==> src/rtl/load_store_unit.sv <==
// -----------------------------------------------------------------------------
// load_store_unit
//   RV32I load/store engine in front of a single-ported word memory that has a
//   combinational read path. Sub-word stores are done as read-modify-write:
//   the addressed word is read, one lane is replaced, and the word is written
//   back.
//
//   Parameters
//     WORDS            : size of the attached memory in 32-bit words; any
//                        access with word index >= WORDS faults.
//
//   Configuration macro
//     LSU_MISALIGN_TRAP_EN : when defined, halfword accesses with address[0]=1
//                        and word accesses with address[1:0]!=0 fault. When
//                        undefined, the address bits below natural alignment
//                        are ignored.
//
//   Ports
//     clk, reset        : clock and synchronous active-high reset
//     req_valid/ready   : request handshake (ready only while idle)
//     req_write         : 1 = store, 0 = load
//     req_funct3        : RV32I width code (B/H/W/BU/HU)
//     req_address       : byte address
//     req_wdata         : store data, sub-word data in the low bits
//     resp_valid/ready  : response handshake
//     resp_rdata        : extended load data, 0 for stores and faults
//     resp_fault        : access was rejected, memory untouched
//     mem_address       : word-aligned memory address
//     mem_write_data    : word to write
//     mem_write_enable  : word write strobe
//     mem_data          : combinational read word from memory
// -----------------------------------------------------------------------------
module load_store_unit #(
  parameter int WORDS = 64
) (
  input  logic        clk,
  input  logic        reset,
  input  logic        req_valid,
  output logic        req_ready,
  input  logic        req_write,
  input  logic [2:0]  req_funct3,
  input  logic [31:0] req_address,
  input  logic [31:0] req_wdata,
  output logic        resp_valid,
  input  logic        resp_ready,
  output logic [31:0] resp_rdata,
  output logic        resp_fault,
  output logic [31:0] mem_address,
  output logic [31:0] mem_write_data,
  output logic        mem_write_enable,
  input  logic [31:0] mem_data
);

  typedef enum logic [1:0] {IDLE, READ, WRITE, RESP} state_t;

  state_t      state_q;
  logic        req_ready_q;
  logic        resp_valid_q;
  logic        resp_fault_q;
  logic [31:0] resp_rdata_q;
  logic [31:0] mem_address_q;
  logic [31:0] mem_wdata_q;
  logic        mem_we_q;

  // Request fields needed after acceptance; the word address lives in
  // mem_address_q, and full-word store data is consumed at acceptance.
  logic        write_q;
  logic [2:0]  funct3_q;
  logic [1:0]  lane_q;
  logic [15:0] wdata_q;

  logic        accept;
  logic        fault_d;
  logic [31:0] load_d;
  logic [31:0] merge_d;

  function automatic logic is_fault(input logic        wr,
                                    input logic [2:0]  f3,
                                    input logic [31:0] a);
    logic f;
    f = 1'b0;
    case (f3)
      3'b011, 3'b110, 3'b111: f = 1'b1;
      default: f = 1'b0;
    endcase
    // There is no unsigned store.
    if (wr && f3[2]) f = 1'b1;
    if ({2'b00, a[31:2]} >= 32'(WORDS)) f = 1'b1;
`ifdef LSU_MISALIGN_TRAP_EN
    if (f3[1:0] == 2'b01 && a[0]) f = 1'b1;
    if (f3[1:0] == 2'b10 && a[1:0] != 2'b00) f = 1'b1;
`endif
    return f;
  endfunction

  // Lane selection uses address[1] only for halfwords, so an unaligned
  // halfword without the trap reads the aligned half containing it.
  function automatic logic [31:0] load_extend(input logic [31:0] w,
                                              input logic [2:0]  f3,
                                              input logic [1:0]  lane);
    logic [7:0]  b;
    logic [15:0] h;
    logic [31:0] r;
    b = w[{lane, 3'b000} +: 8];
    h = lane[1] ? w[31:16] : w[15:0];
    case (f3)
      3'b000:  r = {{24{b[7]}}, b};
      3'b100:  r = {24'h0, b};
      3'b001:  r = {{16{h[15]}}, h};
      3'b101:  r = {16'h0, h};
      default: r = w;
    endcase
    return r;
  endfunction

  function automatic logic [31:0] store_merge(input logic [31:0] w,
                                              input logic [15:0] wd,
                                              input logic [2:0]  f3,
                                              input logic [1:0]  lane);
    logic [31:0] r;
    r = w;
    if (f3[1:0] == 2'b00) begin
      r[{lane, 3'b000} +: 8] = wd[7:0];
    end else if (lane[1]) begin
      r[31:16] = wd;
    end else begin
      r[15:0] = wd;
    end
    return r;
  endfunction

  assign accept = req_valid & req_ready_q;

  always_comb begin
    fault_d = is_fault(req_write, req_funct3, req_address);
    load_d  = load_extend(mem_data, funct3_q, lane_q);
    merge_d = store_merge(mem_data, wdata_q, funct3_q, lane_q);
  end

  // Request capture (data only, no reset needed)
  always_ff @(posedge clk) begin
    if (accept) begin
      write_q  <= req_write;
      funct3_q <= req_funct3;
      lane_q   <= req_address[1:0];
      wdata_q  <= req_wdata[15:0];
    end
  end

  // Control FSM with registered outputs
  always_ff @(posedge clk) begin
    if (reset) begin
      state_q       <= IDLE;
      req_ready_q   <= 1'b1;
      resp_valid_q  <= 1'b0;
      resp_fault_q  <= 1'b0;
      resp_rdata_q  <= 32'h0;
      mem_address_q <= 32'h0;
      mem_wdata_q   <= 32'h0;
      mem_we_q      <= 1'b0;
    end else begin
      case (state_q)
        IDLE: begin
          if (accept) begin
            req_ready_q <= 1'b0;
            if (fault_d) begin
              state_q      <= RESP;
              resp_valid_q <= 1'b1;
              resp_fault_q <= 1'b1;
              resp_rdata_q <= 32'h0;
            end else begin
              mem_address_q <= {req_address[31:2], 2'b00};
              if (req_write && req_funct3 == 3'b010) begin
                state_q     <= WRITE;
                mem_wdata_q <= req_wdata;
                mem_we_q    <= 1'b1;
              end else begin
                state_q <= READ;
              end
            end
          end
        end
        READ: begin
          if (write_q) begin
            state_q     <= WRITE;
            mem_wdata_q <= merge_d;
            mem_we_q    <= 1'b1;
          end else begin
            state_q      <= RESP;
            resp_valid_q <= 1'b1;
            resp_fault_q <= 1'b0;
            resp_rdata_q <= load_d;
          end
        end
        WRITE: begin
          state_q      <= RESP;
          mem_we_q     <= 1'b0;
          resp_valid_q <= 1'b1;
          resp_fault_q <= 1'b0;
          resp_rdata_q <= 32'h0;
        end
        RESP: begin
          if (resp_ready) begin
            state_q      <= IDLE;
            req_ready_q  <= 1'b1;
            resp_valid_q <= 1'b0;
            resp_fault_q <= 1'b0;
            resp_rdata_q <= 32'h0;
          end
        end
        default: begin
          state_q     <= IDLE;
          req_ready_q <= 1'b1;
          mem_we_q    <= 1'b0;
        end
      endcase
    end
  end

  assign req_ready      = req_ready_q;
  assign resp_valid     = resp_valid_q;
  assign resp_fault     = resp_fault_q;
  assign resp_rdata     = resp_rdata_q;
  assign mem_address    = mem_address_q;
  assign mem_write_data = mem_wdata_q;
  // The strobe is a register, so reset asserted during WRITE must still
  // suppress it in that same cycle.
  assign mem_write_enable = mem_we_q & ~reset;

endmodule

==> config.mk <==
export PLATFORM = sky130hd
export DESIGN_NAME = load_store_unit
export DESIGN_NICKNAME = d
export VERILOG_FILES = /design/src/rtl/load_store_unit.sv
export SDC_FILE = /design/constraint.sdc
export NUM_CORES = 1
export LEC_CHECK = 0
export ABC_AREA = 1
export CAP_MARGIN = 20
export CORE_AREA = 2 2 100 174
export CTS_BUF_LIST = sky130_fd_sc_hd__clkbuf_4 sky130_fd_sc_hd__clkbuf_8 sky130_fd_sc_hd__clkbuf_16
export DETAILED_ROUTE_END_ITERATION = 12
export DIE_AREA = 0 0 102 176
export PLACE_DENSITY = 0.72
export SYNTH_ARGS = -nofsm -noshare
export SYNTH_HDL_FRONTEND = slang
export SYNTH_SLANG_ARGS = --single-unit
==> constraint.sdc <==
create_clock -name clk -period 5.6 [get_ports clk]
set_input_delay 0.56 -clock clk [delete_from_list [all_inputs] [get_ports clk]]
set_output_delay 0.56 -clock clk [all_outputs]
set_load 0.1 [all_outputs]
==> metrics <==
drt drc 0; First DRT Iteration DRCs approximately 670; Post-synth ARST share 0%; Lkg Pwr 4.297 nW; share of cells above drive strength 1 5.272%; CP Class reg2reg; Post-Route Setup TNS 0 ps; Final setup viols 0; TritonRoute pass-1 iters 5; # nets final 1352; total number of vias ~7300; peak supply drop 0.3038 mV; CTS tree yes; cts hold-fix bufs 0; GP Congestion around 0.88; fin crit period 3065 ps; combinational power share between 50% and 60%; Setup crit end mem_write_data[21]; Slowest Stage Delay on Critical Path 550 ps; final design utilization between 50 and 60%; Clock power frac between 10% and 20%; Area Growth Syn to Fin 38.13%; CP max FO between 70 and 80; Starting Density between 40% and 50%; die area 17950 um2; Root Driver clkbuf_16; port bufs 201; die height roughly 180 um; Final ANT Viol Nets 0; first-pass GRT wire length about 34 mm; vias per cell slightly below 5; Top cell by count, worst path nand2_1; RSZ-0062 raised after global routing no; Max-Cap Viols 0; initial antenna violation count 1; switching share of power a little under three fifths; # rows 62; Mapped Cells about 1100; CP Launch Point lane_q[1]; sequential fraction of design power between 20% and 30%; Reg-to-Reg End mem_write_data[21]; number of synthesized flops with an enable pin 22; RR Startpoint lane_q[1]; Power Internal between 2 and 3 mW; synthesized area 6947 um2; fin crit share 54.73%; sequential area share after synthesis between 30% and 40%; worst rel slew slack 31.26%; Die X between 100 and 150 um; CTS buffer count 17; Psw about 3.2 mW; Critical-path top delay cell inv_1; DR WL/cell 14.44 um; register clock-pin slew on the reported worst setup and hold paths 70 ps; post-synth cell types 33; GRT Util Overall 23.76%; Register-to-Register Path Depth 13; WP data arrival 3430 ps; CTS sink count roughly 120; cts repair resizes 0; Clock Path Buffers 2; CP Launch Type register; pwr/cell area roughly 610 nW/um2; Crit. End Element register; Clock Latency Late Sink roughly 430 ps; Final Skew 10.04 ps; Core Area between 15000 and 20000 um2; Final Hold Vio Count 0; Primary FF master, synth dfxtp_1; WL final approximately 21 mm; actual transition at the worst max-transition pin 1028 ps; final max-slew violation count 0; GRT overflow 0; Reg2Reg Setup Slack around 2500 ps; run status finished, final reports clean; I/O pin count 204; largest net degree at the start of global routing 78; vias in the first global route ~7000; min-delay src resp_fault; achievable frequency 326.3 MHz; CP required 5970 ps; DP Wirelength 15.44 mm; post-synthesis register bit count roughly 120; fill count around 1600; CTS HTree Levels 4; postcts setup bufs 0; crit-path cells buf_4 -> inv_1 -> ha_1 -> inv_1 -> nor2_1 -> nand2_1 -> nand2_1 -> nand2_1 -> nand2_1 -> nand2_1 -> nand4_1 -> nand2_1 -> nor2_1; Mapped Avg Cell Area 6.432 um2; Yosys warning total 0; Hold/Removal Path Class reg2reg
[power by group through the flow]
stage	logic (mW)	registers [mW]	clock network, mW
final	3.40	1.31	1.10
after global routing	3.63	1.34	1.16
after CTS	3.40	1.32	1.12
after detailed placement	3.39	1.33	0
after global placement	3.37	1.33	0
after floorplan	1.13	2.85	0
[worst min-delay path by stage]
stage | to | cells after the start
detailed placement | resp_rdata[4] | 2
global route | resp_valid | 2
CTS | resp_rdata[4] | 2
finish | resp_fault | 2
global placement | resp_fault | 2
floorplan | state_q[0] | 2
[cell type report]
class                      count  area, um2  share of cell area (%)
antenna                        2      5.005                 0.05216
tap                          224      280.3                   2.921
inverter                     132      495.5                   5.164
multi-input combinational    760       3483                   36.30
sequential                   122       2663                   27.75
clock buffer                  17      425.4                   4.433
timing repair buffer         206       2069                   21.57
clock inverter                15      173.9                   1.812
[Yosys cell counts (10+ instances only)]
master | count | share of area (%)
and3_1 | 24 | 2.2
buf_2 | 18 | 1.3
or2_2 | 10 | 0.90
o211ai_1 | 11 | 1.2
nand3_1 | 19 | 1.4
a21oi_1 | 94 | 6.8
nor2_1 | 177 | 9.6
o22ai_1 | 16 | 1.4
clkbuf_1 | 33 | 1.8
edfxtp_1 | 22 | 9.5
dfxtp_1 | 100 | 29
o21ai_0 | 81 | 5.8
nand2_1 | 272 | 15
inv_1 | 129 | 7.0
[cell usage in the layout, fill, tap and decap left out, drive strengths merged, types with 3 or more instances in the layout]
| cell | instances |
|---|---|
| ha | 9 |
| nor3 | 4 |
| edfxtp | 22 |
| buf | 5 |
| o21a | 3 |
| nand4 | 9 |
| o22ai | 16 |
| clkdlybuf4s50 | 201 |
| clkbuf | 17 |
| clkinv | 5 |
| nand3 | 21 |
| nor2 | 182 |
| and3 | 24 |
| nand2 | 277 |
| o211ai | 11 |
| a21oi | 95 |
| a31oi | 5 |
| inv | 142 |
| or2 | 10 |
| dfxtp | 100 |
| o21ai | 91 |
[stage by stage]
| step | setup WS (ps) | total power, mW | area [um2] | instances | hold slack (ps) |
|---|---|---|---|---|---|
| detailed placement | 2462 | 4.719 | 8971 | 1443 | 456.8 |
| CTS | 2565 | 5.835 | 9570 | 1475 | 467.7 |
| global route | 2203 | 6.136 | 9593 | 1477 | 488.9 |
| floorplan | 3125 | 3.983 | 6950 | 1081 | 473.2 |
| finish | 2535 | 5.815 | 9595 | 1478 | 464.2 |
| global placement | 2025 | 4.695 | 8956 | 1442 | 454.5 |
[cell families after synthesis]
kind of cell / Yosys count / share of synthesized area [%]
simple gates: 528 / 31.36
compound gates: 221 / 17.02
buf+inv: 199 / 11.62
flops: 122 / 38.33
fa+ha+maj: 9 / 1.621
other cells: 1 / 0.05398
[metal layers]
metal	global-route usage, %	up-vias	routed length (um)
met2	38.71	289	10470
met4	15.22	0	1302
met1	27.95	3203	8236
li1	-	3742	-
met5	0	-	0
met3	4.790	88	1333
[flip-flops by register name, summed over array words and instances (netlist names)]
name,flops
mem_write_data,32
resp_rdata,32
mem_address,30
wdata_q,16
funct3_q,3
lane_q,2
state_q,2
mem_we_q,1
req_ready,1
resp_fault,1
resp_valid,1
write_q,1
[critical path: cells and delay by family, from the launching register on]
kind                     cells  cell delay, ps
adder cells (fa/ha/maj)      1             460
AND/OR/NAND/NOR              9            1020
buffers and inverters        3            1160
flip-flops                   1             330
Power figures use the tool's default switching activity.
